[src/rtl/qreg_shift.sv]
// Q (multiplier) register for the shift-add multiplier: parallel load, right shift
// with serial-in, iteration counter and busy/done handshake. Optional macro: QREG_BOOTH_EN.
module qreg_shift #(
  parameter int WIDTH = 8,
  localparam int CW = $clog2(WIDTH + 1)
) (
  input  logic             clk,
  input  logic             reset,
  input  logic             load,
  input  logic [WIDTH-1:0] data_in,
  input  logic             shift_en,
  input  logic             serial_in,
  output logic [WIDTH-1:0] data_out,
  output logic             q_lsb,
  output logic [CW-1:0]    count,
  output logic             busy,
  output logic             done
`ifdef QREG_BOOTH_EN
  , output logic [1:0]     booth_op
`endif
);

  typedef enum logic [1:0] {
    IDLE  = 2'd0,
    SHIFT = 2'd1,
    DONE  = 2'd2
  } state_t;

  state_t           r_state;
  logic [WIDTH-1:0] r_data;
  logic [CW-1:0]    r_count;
  logic             r_busy;
  logic             r_done;
  logic             w_last;

  assign w_last = (r_count == CW'(WIDTH - 1));

  always_ff @(posedge clk) begin
    if (reset) begin
      r_state <= IDLE;
      r_data  <= '0;
      r_count <= '0;
      r_busy  <= 1'b0;
      r_done  <= 1'b0;
    end else if (load) begin
      r_state <= SHIFT;
      r_data  <= data_in;
      r_count <= '0;
      r_busy  <= 1'b1;
      r_done  <= 1'b0;
    end else if (r_state == SHIFT && shift_en) begin
      r_data  <= {serial_in, r_data[WIDTH-1:1]};
      r_count <= r_count + CW'(1);
      if (w_last) begin
        r_state <= DONE;
        r_busy  <= 1'b0;
        r_done  <= 1'b1;
      end
    end
  end

`ifdef QREG_BOOTH_EN
  logic r_q_m1;

  // Q-1 captures the bit shifted out, only on shifts the main register accepts
  always_ff @(posedge clk) begin
    if (reset || load) begin
      r_q_m1 <= 1'b0;
    end else if (r_state == SHIFT && shift_en) begin
      r_q_m1 <= r_data[0];
    end
  end

  assign booth_op = {r_data[0], r_q_m1};
`endif

  assign data_out = r_data;
  assign q_lsb    = r_data[0];
  assign count    = r_count;
  assign busy     = r_busy;
  assign done     = r_done;

endmodule

[config.mk]
export PLATFORM = sky130hd
export DESIGN_NAME = qreg_shift
export DESIGN_NICKNAME = d
export VERILOG_FILES = /design/src/rtl/qreg_shift.sv
export SDC_FILE = /design/constraint.sdc
export NUM_CORES = 1
export LEC_CHECK = 0
export CAP_MARGIN = 20
export CORE_MARGIN = 2
export CORE_UTILIZATION = 44
export DETAILED_ROUTE_END_ITERATION = 7
export GPL_TIMING_DRIVEN = 0
export PLACE_DENSITY = 0.88
export SETUP_SLACK_MARGIN = 0.2
export SYNTH_ARGS = -nofsm -noshare
export SYNTH_HDL_FRONTEND = slang
export SYNTH_SLANG_ARGS = --single-unit
[constraint.sdc]
create_clock -name clk -period 2 [get_ports clk]
set_clock_uncertainty 0.2 [all_clocks]
set_input_delay 0.2 -clock clk [delete_from_list [all_inputs] [get_ports clk]]
set_output_delay 0.2 -clock clk [all_outputs]
set_load 0.03 [all_outputs]
==> results.yml, run 1 <==
final_layout:
  drive_gt1_share_pct: 17.6
  fin_util_pct: 68.2
  area_growth_pct: 46.8
  num-nets-final: 117
  fin_area_um2: 1020
  nFillCells: 122
  antenna_cells: 0
synth:
  synthTopCellsByCount: "nor2_1 (20), dfxtp_1 (14), a2111oi_2 (7), nor3_1 (7)"
  synth_area_um2: 692
  synth_seq_area_share_pct: 40.5
  ys_types: 23
  ys_ff_latch: 14
  synthTopCellsByArea: "dfxtp_1 (41%), a2111oi_2 (15%), nor2_1 (11%)"
  yosys.area.top_type: "dfxtp_1"
  synth_edf_count: 0
  synthFlopType: "dfxtp_1"
  synth-async-reset-ratio_pct: 0
  syn_nets: 86
  synthCells: 72
  synth_most_common_cell: "nor2_1"
  ys_warn_count: 0
  netlist.area_leader.share_pct: 40.5
  syn_area_per_cell_um2: 9.61
worst_setup_path:
  worstPathArrival_ns: 1.34
  critPathMaxStageDelay_ns: 0.68
  worst_ep_required_time_ns: 1.60
  startpoint_type: "flip-flop"
  critPathSlowestCell: "clkdlybuf4s50_1"
  cp-startpoint: "data_out[5]"
  critPathBufInv: 1
  cp_max_fo: 3
  critPathTopFamily: "buffers and inverters"
  end_kind: "output port"
  crit_chain: "clkdlybuf4s50_1"
  path_class: "reg2out"
  r2r_start: "r_state[0]"
timing:
  period_minus_slack_ns: 1.74
  rsz0062_at_grt: "false"
  post-route-period-util_pct: 86.9
  relSlewSlack_pct: 57.8
  finalHoldViolCount: 0
  tns_ns: 0
  tightest_slew_ns: 0.633
  setup_viol: 0
  fmax_ghz: 0.575
  drv_slew: 0
clock_tree:
  cts.sinks: 14
  post_cts_buffers: 0
  insertion_delay_ns: 0.28
  cts_tree: "yes"
  cts_buffers: 3
  clock_path_buffers: 2
  path_clk_slew_ns: 0.09
  htreeDepth: 1
  clockRootBuffer: "clkbuf_4"
die:
  initial_core_util_pct: 46.5
  die_w_um: 43.7
  rows: 14
  fp.dieH_um: 43.7
  dieArea_um2: 1910
  ios: 28
  placeableCoreArea_um2: 1490
grt:
  grt_pass1_vias: 619
  overflow: 0
  grt_max_degree: 11
  grt_pass1_wl_mm: 2.48
  antenna_found_initial: 0
  grt_usage_pct: 17.3
power_and_ir_drop:
  ir_drop_mv: 0.370
  power_uw: 666
  power_density_nw_per_um2: 655
  p_leak_nw: 0.476
routing:
  ant_nets: 0
  wl_per_cell_um: 12.7
  drtIter0Drc: 4
  firstDrtPassIters: 3
  drc: 0
  via_per_inst: 5.48
  drt-total-wl_mm: 1.50
  via_count: 647
run:
  maxCapViolations: 0
placement:
  placed_area_um2: 972
  dp_hpwl_mm: 1.14
  place_congestion: 0.764
  port_buffers: 26
min_path:
  worstHoldStart: "load"
  hold_path.class: "in2reg"
run_status:
  status: "finished, final reports clean"
stage by stage:
stage          hold WS [ns]  setup slack [ns]  instances
2_1_floorplan         0.172             0.455         72
3_3_place_gp          0.278             0.278        114
3_5_place_dp          0.312             0.243        114
4_1_cts               0.169             0.212        118
5_1_grt               0.185             0.219        118
6_report              0.174             0.262        118
routing by layer:
metal | GRT usage (%) | part of all wire [%]
met4 | 7.27 | 1.8
met5 | 0 | 0
met1 | 21.2 | 44
met3 | 2.50 | 5.9
met2 | 30.0 | 48
report_power, final:
| part | switching [mW] | leakage, nW | internal, mW |
|---|---|---|---|
| registers | 0.0133 | 0.115 | 0.294 |
| logic | 0.0801 | 0.339 | 0.0726 |
| clock network | 0.0950 | 0.0210 | 0.111 |
timing repair:
action / CTS / global route
hold buffers: 0 / 0
pin swaps: 0 / 0
endpoints found under the hold margin: 0 / 0
setup endpoints to repair: 2 / 4
gates resized for setup: 2 / 4
cells by family (layout without fill, tap and decap cells):
logic type | Yosys count | count (layout) | share of synthesized area (%)
simple gates | 34 | 34 | 25.5
flops | 14 | 14 | 40.5
compound gates | 13 | 13 | 20.3
buf+inv | 6 | 36 | 6.51
xor+xnor | 2 | 2 | 2.53
mux | 2 | 2 | 2.89
fa+ha+maj | 1 | 1 | 1.81
placed cells by master, fill, tap and decap left out, types with 2 or more instances in the layout:
cell             count
dfxtp_1             14
mux2i_1              2
a21oi_1              2
o21ai_0              2
dlymetal6s2s_1       4
nor2_1              20
buf_2                2
nor3_1               7
clkbuf_4             3
xor2_1               2
a2111oi_2            7
dlygate4sd2_1        2
clkdlybuf4s50_1     20
flip-flops by register name (all words and copies together), names as in the netlist:
| register | flops |
|---|---|
| r_state | 1 |
| count | 4 |
| data_out | 8 |
| done | 1 |
final cells by class:
| type | instances | area, um^2 | share of cell area (%) |
|---|---|---|---|
| multi-input cells | 52 | 367 | 36.1 |
| flip-flops and latches | 14 | 280 | 27.6 |
| repair buffers | 26 | 268 | 26.4 |
| clock buffers | 4 | 36.3 | 3.57 |
| well taps | 16 | 20.0 | 1.97 |
| plain buffers | 5 | 41.3 | 4.06 |
| inverters | 1 | 3.75 | 0.369 |
worst paths after layout:
check | end | slack [ns] | cells after the start
worst min register to register | count[3] | 0.31 | 2
worst min-delay path | r_state[0] | 0.17 | 3
worst max register to register | data_out[0] | 0.59 | 4
worst max-delay path | data_out[5] | 0.26 | 1
(Power assumes the default switching activity.)
==> inputs of run 2 (changes only) <==
--- a/config.mk
+++ b/config.mk
@@ -6,6 +6,7 @@
 export NUM_CORES = 1
 export LEC_CHECK = 0
 export CAP_MARGIN = 20
+export CORE_ASPECT_RATIO = 1.1
 export CORE_MARGIN = 2
 export CORE_UTILIZATION = 44
 export DETAILED_ROUTE_END_ITERATION = 7
==> results.yml, run 2 (synthesized netlist as in run 1, its figures left out) <==
run_status:
  status: "finished, final reports clean"
grt:
  antenna_found_initial: 0
  grt_max_degree: 11
  grt_pass1_wl_mm: 2.29
  grt_pass1_vias: 537
  grt_usage_pct: 16.4
  overflow: 0
routing:
  ant_nets: 0
  via_count: 620
  via_per_inst: 5.21
  drtIter0Drc: 3
  drc: 0
  firstDrtPassIters: 4
  drt-total-wl_mm: 1.46
  wl_per_cell_um: 12.3
min_path:
  worstHoldStart: "load"
  hold_path.class: "in2reg"
worst_setup_path:
  r2r_start: "r_state[0]"
  crit_chain: "clkdlybuf4s50_1"
  critPathTopFamily: "buffers and inverters"
  worst_ep_required_time_ns: 1.60
  end_kind: "output port"
  path_class: "reg2out"
  critPathSlowestCell: "clkdlybuf4s50_1"
  critPathMaxStageDelay_ns: 0.69
  worstPathArrival_ns: 1.35
  cp-startpoint: "count[3]"
  cp_max_fo: 4
  critPathBufInv: 1
  startpoint_type: "flip-flop"
final_layout:
  layout.cells.non_filler: 119
  num-nets-final: 117
  drive_gt1_share_pct: 17.6
  fin_util_pct: 66.9
  layout_common_cells: "nor2_1 (20), clkdlybuf4s50_1 (20), dfxtp_1 (14)"
  area_growth_pct: 47.0
  antenna_cells: 0
  largest_reg_flops: 8
  nFillCells: 119
timing:
  rsz0062_at_grt: "false"
  tns_ns: 0
  fmax_ghz: 0.573
  relSlewSlack_pct: 59.9
  drv_slew: 0
  tightest_slew_ns: 0.602
  finalHoldViolCount: 0
  period_minus_slack_ns: 1.75
  setup_slack_ns: 0.253
  setup_viol: 0
  post-route-period-util_pct: 87.3
die:
  dieArea_um2: 1910
  placeableCoreArea_um2: 1520
  initial_core_util_pct: 45.5
  ios: 28
  fp.dieH_um: 45.6
  die_w_um: 41.8
  rows: 15
clock_tree:
  insertion_delay_ns: 0.27
  htreeDepth: 1
  clockRootBuffer: "clkbuf_4"
  cts.sinks: 14
  cts_buffers: 3
  postCtsHoldBufs: 0
  path_clk_slew_ns: 0.08
  clock_path_buffers: 2
  cts_tree: "yes"
placement:
  detailedPlace.worstSlack_ns: 0.218
  place_congestion: 0.727
  port_buffers: 26
  dp.cells: 115
  dp_hpwl_mm: 1.08
run:
  maxCapViolations: 0
power_and_ir_drop:
  ir_drop_mv: 0.373
  p_leak_nw: 0.476
  power_density_nw_per_um2: 649
==> run 2: repair_timing <==
item                       CTS  global route
setup endpoints to repair    2             4
gates resized for setup      2             4
setup buffers                0             0
gates cloned                 0             0
==> run 2: area by class of cell <==
class | count | area, um^2 | share of cell area, %
inverters | 1 | 3.75 | 0.369
multi-input cells | 52 | 367 | 36.0
plain buffers | 5 | 41.3 | 4.06
repair buffers | 26 | 268 | 26.3
well taps | 17 | 21.3 | 2.09
clock buffers | 4 | 36.3 | 3.57
flip-flops and latches | 14 | 280 | 27.6
==> run 2: layer usage <==
metal  part of all wire [%]  vias to the layer above  routed length, um  GRT usage [%]
met4                    1.6                        0                 24           13.5
met2                     49                       21                723           29.1
li1                       -                      319                  -              -
met5                      0                        -                  0              0
met3                    5.5                        2                 80           1.98
met1                     43                      278                633           17.8
==> run 2: final timing paths <==
kind            endpoint  slack, ns  cells past startpoint
min reg2reg     count[3]       0.32                      2
max             count[3]       0.25                      1
max reg2reg  data_out[0]       0.54                      4
min           r_state[0]       0.19                      3
==> run 2: report_power, final <==
part | internal, mW | switching (mW) | leakage, nW
Sequential | 0.294 | 0.0130 | 0.115
Combinational | 0.0726 | 0.0800 | 0.339
Clock | 0.111 | 0.0904 | 0.0210
Total | 0.477 | 0.183 | 0.476
==> run 2: per-stage QoR <==
step	hold slack [ns]	cell area (um^2)	power [mW]
CTS	0.183	1010	0.672
floorplan	0.172	692	0.403
detailed placement	0.303	973	0.469
global placement	0.274	973	0.466
global route	0.222	1020	0.694
finish	0.195	1020	0.661
==> inputs of run 3 (changes only) <==
--- a/config.mk
+++ b/config.mk
@@ -8,10 +8,10 @@
 export CAP_MARGIN = 20
 export CORE_ASPECT_RATIO = 1.1
 export CORE_MARGIN = 2
-export CORE_UTILIZATION = 44
+export CORE_UTILIZATION = 37
 export DETAILED_ROUTE_END_ITERATION = 7
 export GPL_TIMING_DRIVEN = 0
-export PLACE_DENSITY = 0.88
+export PLACE_DENSITY = 0.8
 export SETUP_SLACK_MARGIN = 0.2
 export SYNTH_ARGS = -nofsm -noshare
 export SYNTH_HDL_FRONTEND = slang
==> constraint.sdc (replaced) <==
create_clock -name clk -period 1.6 [get_ports clk]
set_clock_uncertainty 0.2 [all_clocks]
set_input_delay 0.16 -clock clk [delete_from_list [all_inputs] [get_ports clk]]
set_output_delay 0.16 -clock clk [all_outputs]
set_load 0.03 [all_outputs]
==> results.yml, run 3 (synthesized netlist as in run 1, its figures left out) <==
clock_tree:
  insertion_delay_ns: 0.27
  htreeDepth: 1
  path_clk_slew_ns: 0.07
  clockRootBuffer: "clkbuf_4"
  clock_path_buffers: 2
  cts_buffers: 3
  cts_tree: "yes"
  cts.sinks: 14
die:
  die_w_um: 45.2
  dieArea_um2: 2230
  fp.dieH_um: 49.4
  ios: 28
  placeableCoreArea_um2: 1760
  rows: 16
  initial_core_util_pct: 39.3
grt:
  grt_max_degree: 11
  gr-usage-met1_pct: 17.3
  grt-busiest-layer: "met2"
  grt_pass1_wl_mm: 2.56
  antenna_found_initial: 0
  grt_usage_pct: 15.4
  overflow: 0
  grt_pass1_vias: 600
  grt_use_met2_pct: 26.4
  grt_util_met3_pct: 4.07
worst_setup_path:
  r2r_slack_ns: 0.23
  worstPathArrival_ns: 1.02
  cp_max_fo: 3
  crit_chain: "dlygate4sd2_1"
  r2r_cells: 3
  critPathMaxStageDelay_ns: 0.40
  worstReg2RegEnd: "count[3]"
  critPathTopFamily: "buffers and inverters"
  path_class: "reg2out"
  critPathSlowestCell: "dlygate4sd2_1"
  end_kind: "output port"
  critPathBufInv: 1
  r2r_start: "done"
  worst_ep_required_time_ns: 1.24
  startpoint_type: "flip-flop"
  crit_cells: 1
timing:
  relSlewSlack_pct: 80.6
  hold_ws_ns: 0.164
  tightest_slew_ns: 0.289
  post-route-period-util_pct: 86.2
  fmax_ghz: 0.725
  drv_slew: 0
  finalHoldViolCount: 0
  period_minus_slack_ns: 1.38
  tns_ns: 0
  setup_viol: 0
  rsz0062_at_grt: "true"
run_status:
  status: "finished, final reports clean"
final_layout:
  final_common_cell: "nor2_1"
  largest_reg_flops: 8
  nFillCells: 174
  num-nets-final: 117
  multi_input_area_um2: 375
  layout_common_cells: "nor2_1 (20), dfxtp_1 (11), clkdlybuf4s50_1 (10)"
  fin_area_um2: 976
  antenna_cells: 0
  area_growth_pct: 41.0
  layout.area.seq_um2: 284
  drive_gt1_share_pct: 32.7
  layout.cells.non_filler: 119
routing:
  firstDrtPassIters: 4
  wl_per_cell_um: 12.6
  ant_nets: 0
  drc: 0
  drtIter0Drc: 8
  via_count: 609
  drt-total-wl_mm: 1.50
  via_per_inst: 5.12
min_path:
  hold_path.class: "in2reg"
  holdPathEnd: "r_state[0]"
  worstHoldStart: "load"
  worstHoldPathCells: 3
power_and_ir_drop:
  clkPwrFrac_pct: 24.8
  power_density_nw_per_um2: 766
  pwr-share-seq_pct: 51.4
  power.net_switching_uw: 216
  sw_frac_of_total_pct: 28.8
  p_int_uw: 532
  ir_drop_mv: 0.519
  p_leak_nw: 0.414
  combinationalPowerShare_pct: 23.8
placement:
  dp.cells: 116
  placed_area_um2: 978
  port_buffers: 26
  dp_hpwl_mm: 1.10
  place_congestion: 0.754
run:
  maxCapViolations: 0
## run 3: power by group through the flow
stage | clock [mW] | sequential [mW] | combinational (mW)
after detailed placement | 0 | 0.393 | 0.194
after global placement | 0 | 0.392 | 0.192
final | 0.185 | 0.384 | 0.178
after global routing | 0.199 | 0.388 | 0.192
after floorplan | 0 | 0.428 | 0.0764
after CTS | 0.190 | 0.384 | 0.182
## run 3: per-stage QoR
stage,power [mW],util (%),setup slack [ns]
floorplan,0.504,-,0.220
global placement,0.584,55.5,-0.0822
detailed placement,0.587,55.5,-0.112
CTS,0.755,56.3,0.118
global route,0.778,55.4,0.169
finish,0.747,55.4,0.220
## run 3: how the worst max path moves through the flow
stage | start | to | slack, ns
6_report | data_out[0] | q_lsb | 0.22
4_1_cts | data_out[0] | data_out[0] | 0.12
5_1_grt | done | data_out[0] | 0.17
3_5_place_dp | shift_en | data_out[0] | -0.11
2_1_floorplan | count[0] | r_state[0] | 0.22
3_3_place_gp | shift_en | data_out[0] | -0.08
## run 3: metal layers
metal	part of all wire, %	up-vias
met5	0	-
met4	0.66	0
met3	6.3	2
met2	50	21
li1	-	314
met1	43	272
## run 3: worst min-delay path: stages
cell and delay (ns):
buf_2 0.15, clkinv_1 0.19, a21oi_1 0.09
## run 3: repair_timing
action | CTS | global route
setup buffers | 0 | 0
hold buffers | 0 | 0
setup endpoints to repair | 20 | 18
gates resized for setup | 24 | 19
## run 3: layout make-up
type,count,share of cell area [%]
buffer,5,4.36
sequential,14,29.1
clock buffer,3,2.31
timing repair buffer,26,23.1
multi-input combinational,52,38.5
tap,18,2.31
inverter,1,0.385
==> RTL change: new RTL, config.mk and constraints of run 3 <==
Re-encode `state_t` (3 states) as one-hot, 3 bits wide.
--- a/src/rtl/qreg_shift.sv
+++ b/src/rtl/qreg_shift.sv
@@ -21,8 +21,8 @@
 );
 
-  typedef enum logic [1:0] {
-    IDLE  = 2'd0,
-    SHIFT = 2'd1,
-    DONE  = 2'd2
+  typedef enum logic [2:0] {
+    IDLE  = 3'b001,
+    SHIFT = 3'b010,
+    DONE  = 3'b100
   } state_t;
 
Formal check against the unedited RTL: no difference found for any inputs over 10 cycles, from zero or initial values and one cycle with reset high; not proved beyond that.
==> RTL change against run 3 <==
Register-to-register slack lost 0.05 ns. Sequential share of layout area grew 0.58 points. Total power up 5.1%. Combinational power is 6% lower. Sequential cell count grew 1. Synthesized area fell by 1.8%. Final area is 7.6% higher. Wire length up 16%. Via count rose by 13%. Sequential power increased by 6.0%. Final cell count up 8.4%. Worst setup slack got worse by 0.036 ns.
==> RTL change: results (changes against run 3) <==
Final layout
  • Invs w/o clock: 3 (was 1)
  • Signal buf overhead: 0.284 (was 0.274)
  • Filler cells: 152 (was 174)
  • Signal buffers: 37 (was 31)
  • Multi-input gate area: 380 um^2 (was 375 um^2)
  • Layout Nets: 126 (was 117)

Logic synthesis
  • Commonest cells post-synth: 15 x dfxtp_1, 14 x nand2_1, 10 x nor2_1, 5 x a311oi_1, 5 x nor3_1 (was 20 x nor2_1, 14 x dfxtp_1, 7 x a2111oi_2, 7 x nor3_1)
  • Netlist cell types: 27 (was 23)
  • Post-synthesis sequential area ratio: 0.442 (was 0.405)
  • Gate count of the mapped netlist: 76 (was 72)

Placement
  • Placed insts: 120 (was 116)
  • Dpl cell area: 995 um^2 (was 978 um^2)
  • Pre-CTS setup slack: -0.150 ns (was -0.112 ns)
  • GP Congestion: 0.733 (was 0.754)

Worst setup path
  • Setup crit end: data_out[0]$_SDFFE_PP0P_ (was q_lsb)
  • Crit-path slowest cell: dfxtp_4 (was dlygate4sd2_1)
  • Slowest cell delay on critical path: 0.36 ns (was 0.40 ns)

Status
  • Outcome: complete, no violations (unchanged)

Route
  • Wirelength per Cell: 13.5 um (was 12.6 um)
  • DRT Wirelength: 1.74 mm (was 1.50 mm)
  • Initial DRC count: 4 (was 8)
  • Via density: 5.33 (was 5.12)

Clock network
  • Sink Count: 15 (was 14)

Timing
  • Relative slew slack: 0.802 (was 0.806)

Hold path
  • Worst Hold Endpoint: count[3]$_SDFFE_PP0P_ (was r_state[0]$_SDFFE_PP0P_)

Power
  • P_leak: 0.420 nW (was 0.414 nW)
==> RTL change: cell count changes in the layout (fill, tap and decap cells not counted), sizes merged, moves of 3 or more <==
| cell | run 3 | this run |
|---|---|---|
| nand2 | 1 | 14 |
| nor2 | 20 | 10 |
| buf | 4 | 11 |
| a311oi | 0 | 6 |
| a2111oi | 7 | 2 |
| clkbuf | 11 | 16 |
| clkdlybuf4s15 | 6 | 2 |
| inv | 0 | 3 |
==> RTL change: tightest hold or removal path, stage by stage <==
cell      delay (ns)
buf_2           0.14
nor2_1          0.08
a21boi_1        0.13
==> RTL change: where the power goes <==
| group | internal, W | total [W] | leakage (nW) | switching, W |
|---|---|---|---|---|
| sequential | 0.000390 | 0.000407 | 0.126 | 0.0000167 |
| clock | 0.0000967 | 0.000210 | 0.0150 | 0.000113 |
| combinational | 0.0000764 | 0.000168 | 0.279 | 0.0000920 |
| total | 0.000564 | 0.000785 | 0.420 | 0.000222 |
==> RTL change: what timing repair did <==
item	4_1_cts	5_1_grt
setup endpoints to repair	23	25
gates resized for setup	39	24
cloned	1	0
hold buffers	1	0
setup buffers	3	0
hold endpoints to repair	3	0
pin swaps	9	5
==> RTL change: cells by family (layout without fill, tap and decap cells) <==
kind of cell / count (synthesis) / count (layout) / share of synthesized area
AO/OA/AOI/OAI: 15 / 15 / 0.203
adder cells (fa/ha/maj): 1 / 1 / 0.0184
XOR/XNOR: 1 / 1 / 0.0129
multiplexers: 1 / 1 / 0.0147
flip-flops: 15 / 15 / 0.442
buffers and inverters: 9 / 44 / 0.0755
AND/OR/NAND/NOR: 34 / 34 / 0.234
==> RTL change: per-layer routing <==
layer  GRT usage  vias up  share of wire
met2       0.268       22           0.49
met1       0.232      322           0.44
met5           0        -              0
li1            -      342              -
met4      0.0588        0         0.0075
met3      0.0667        2          0.064
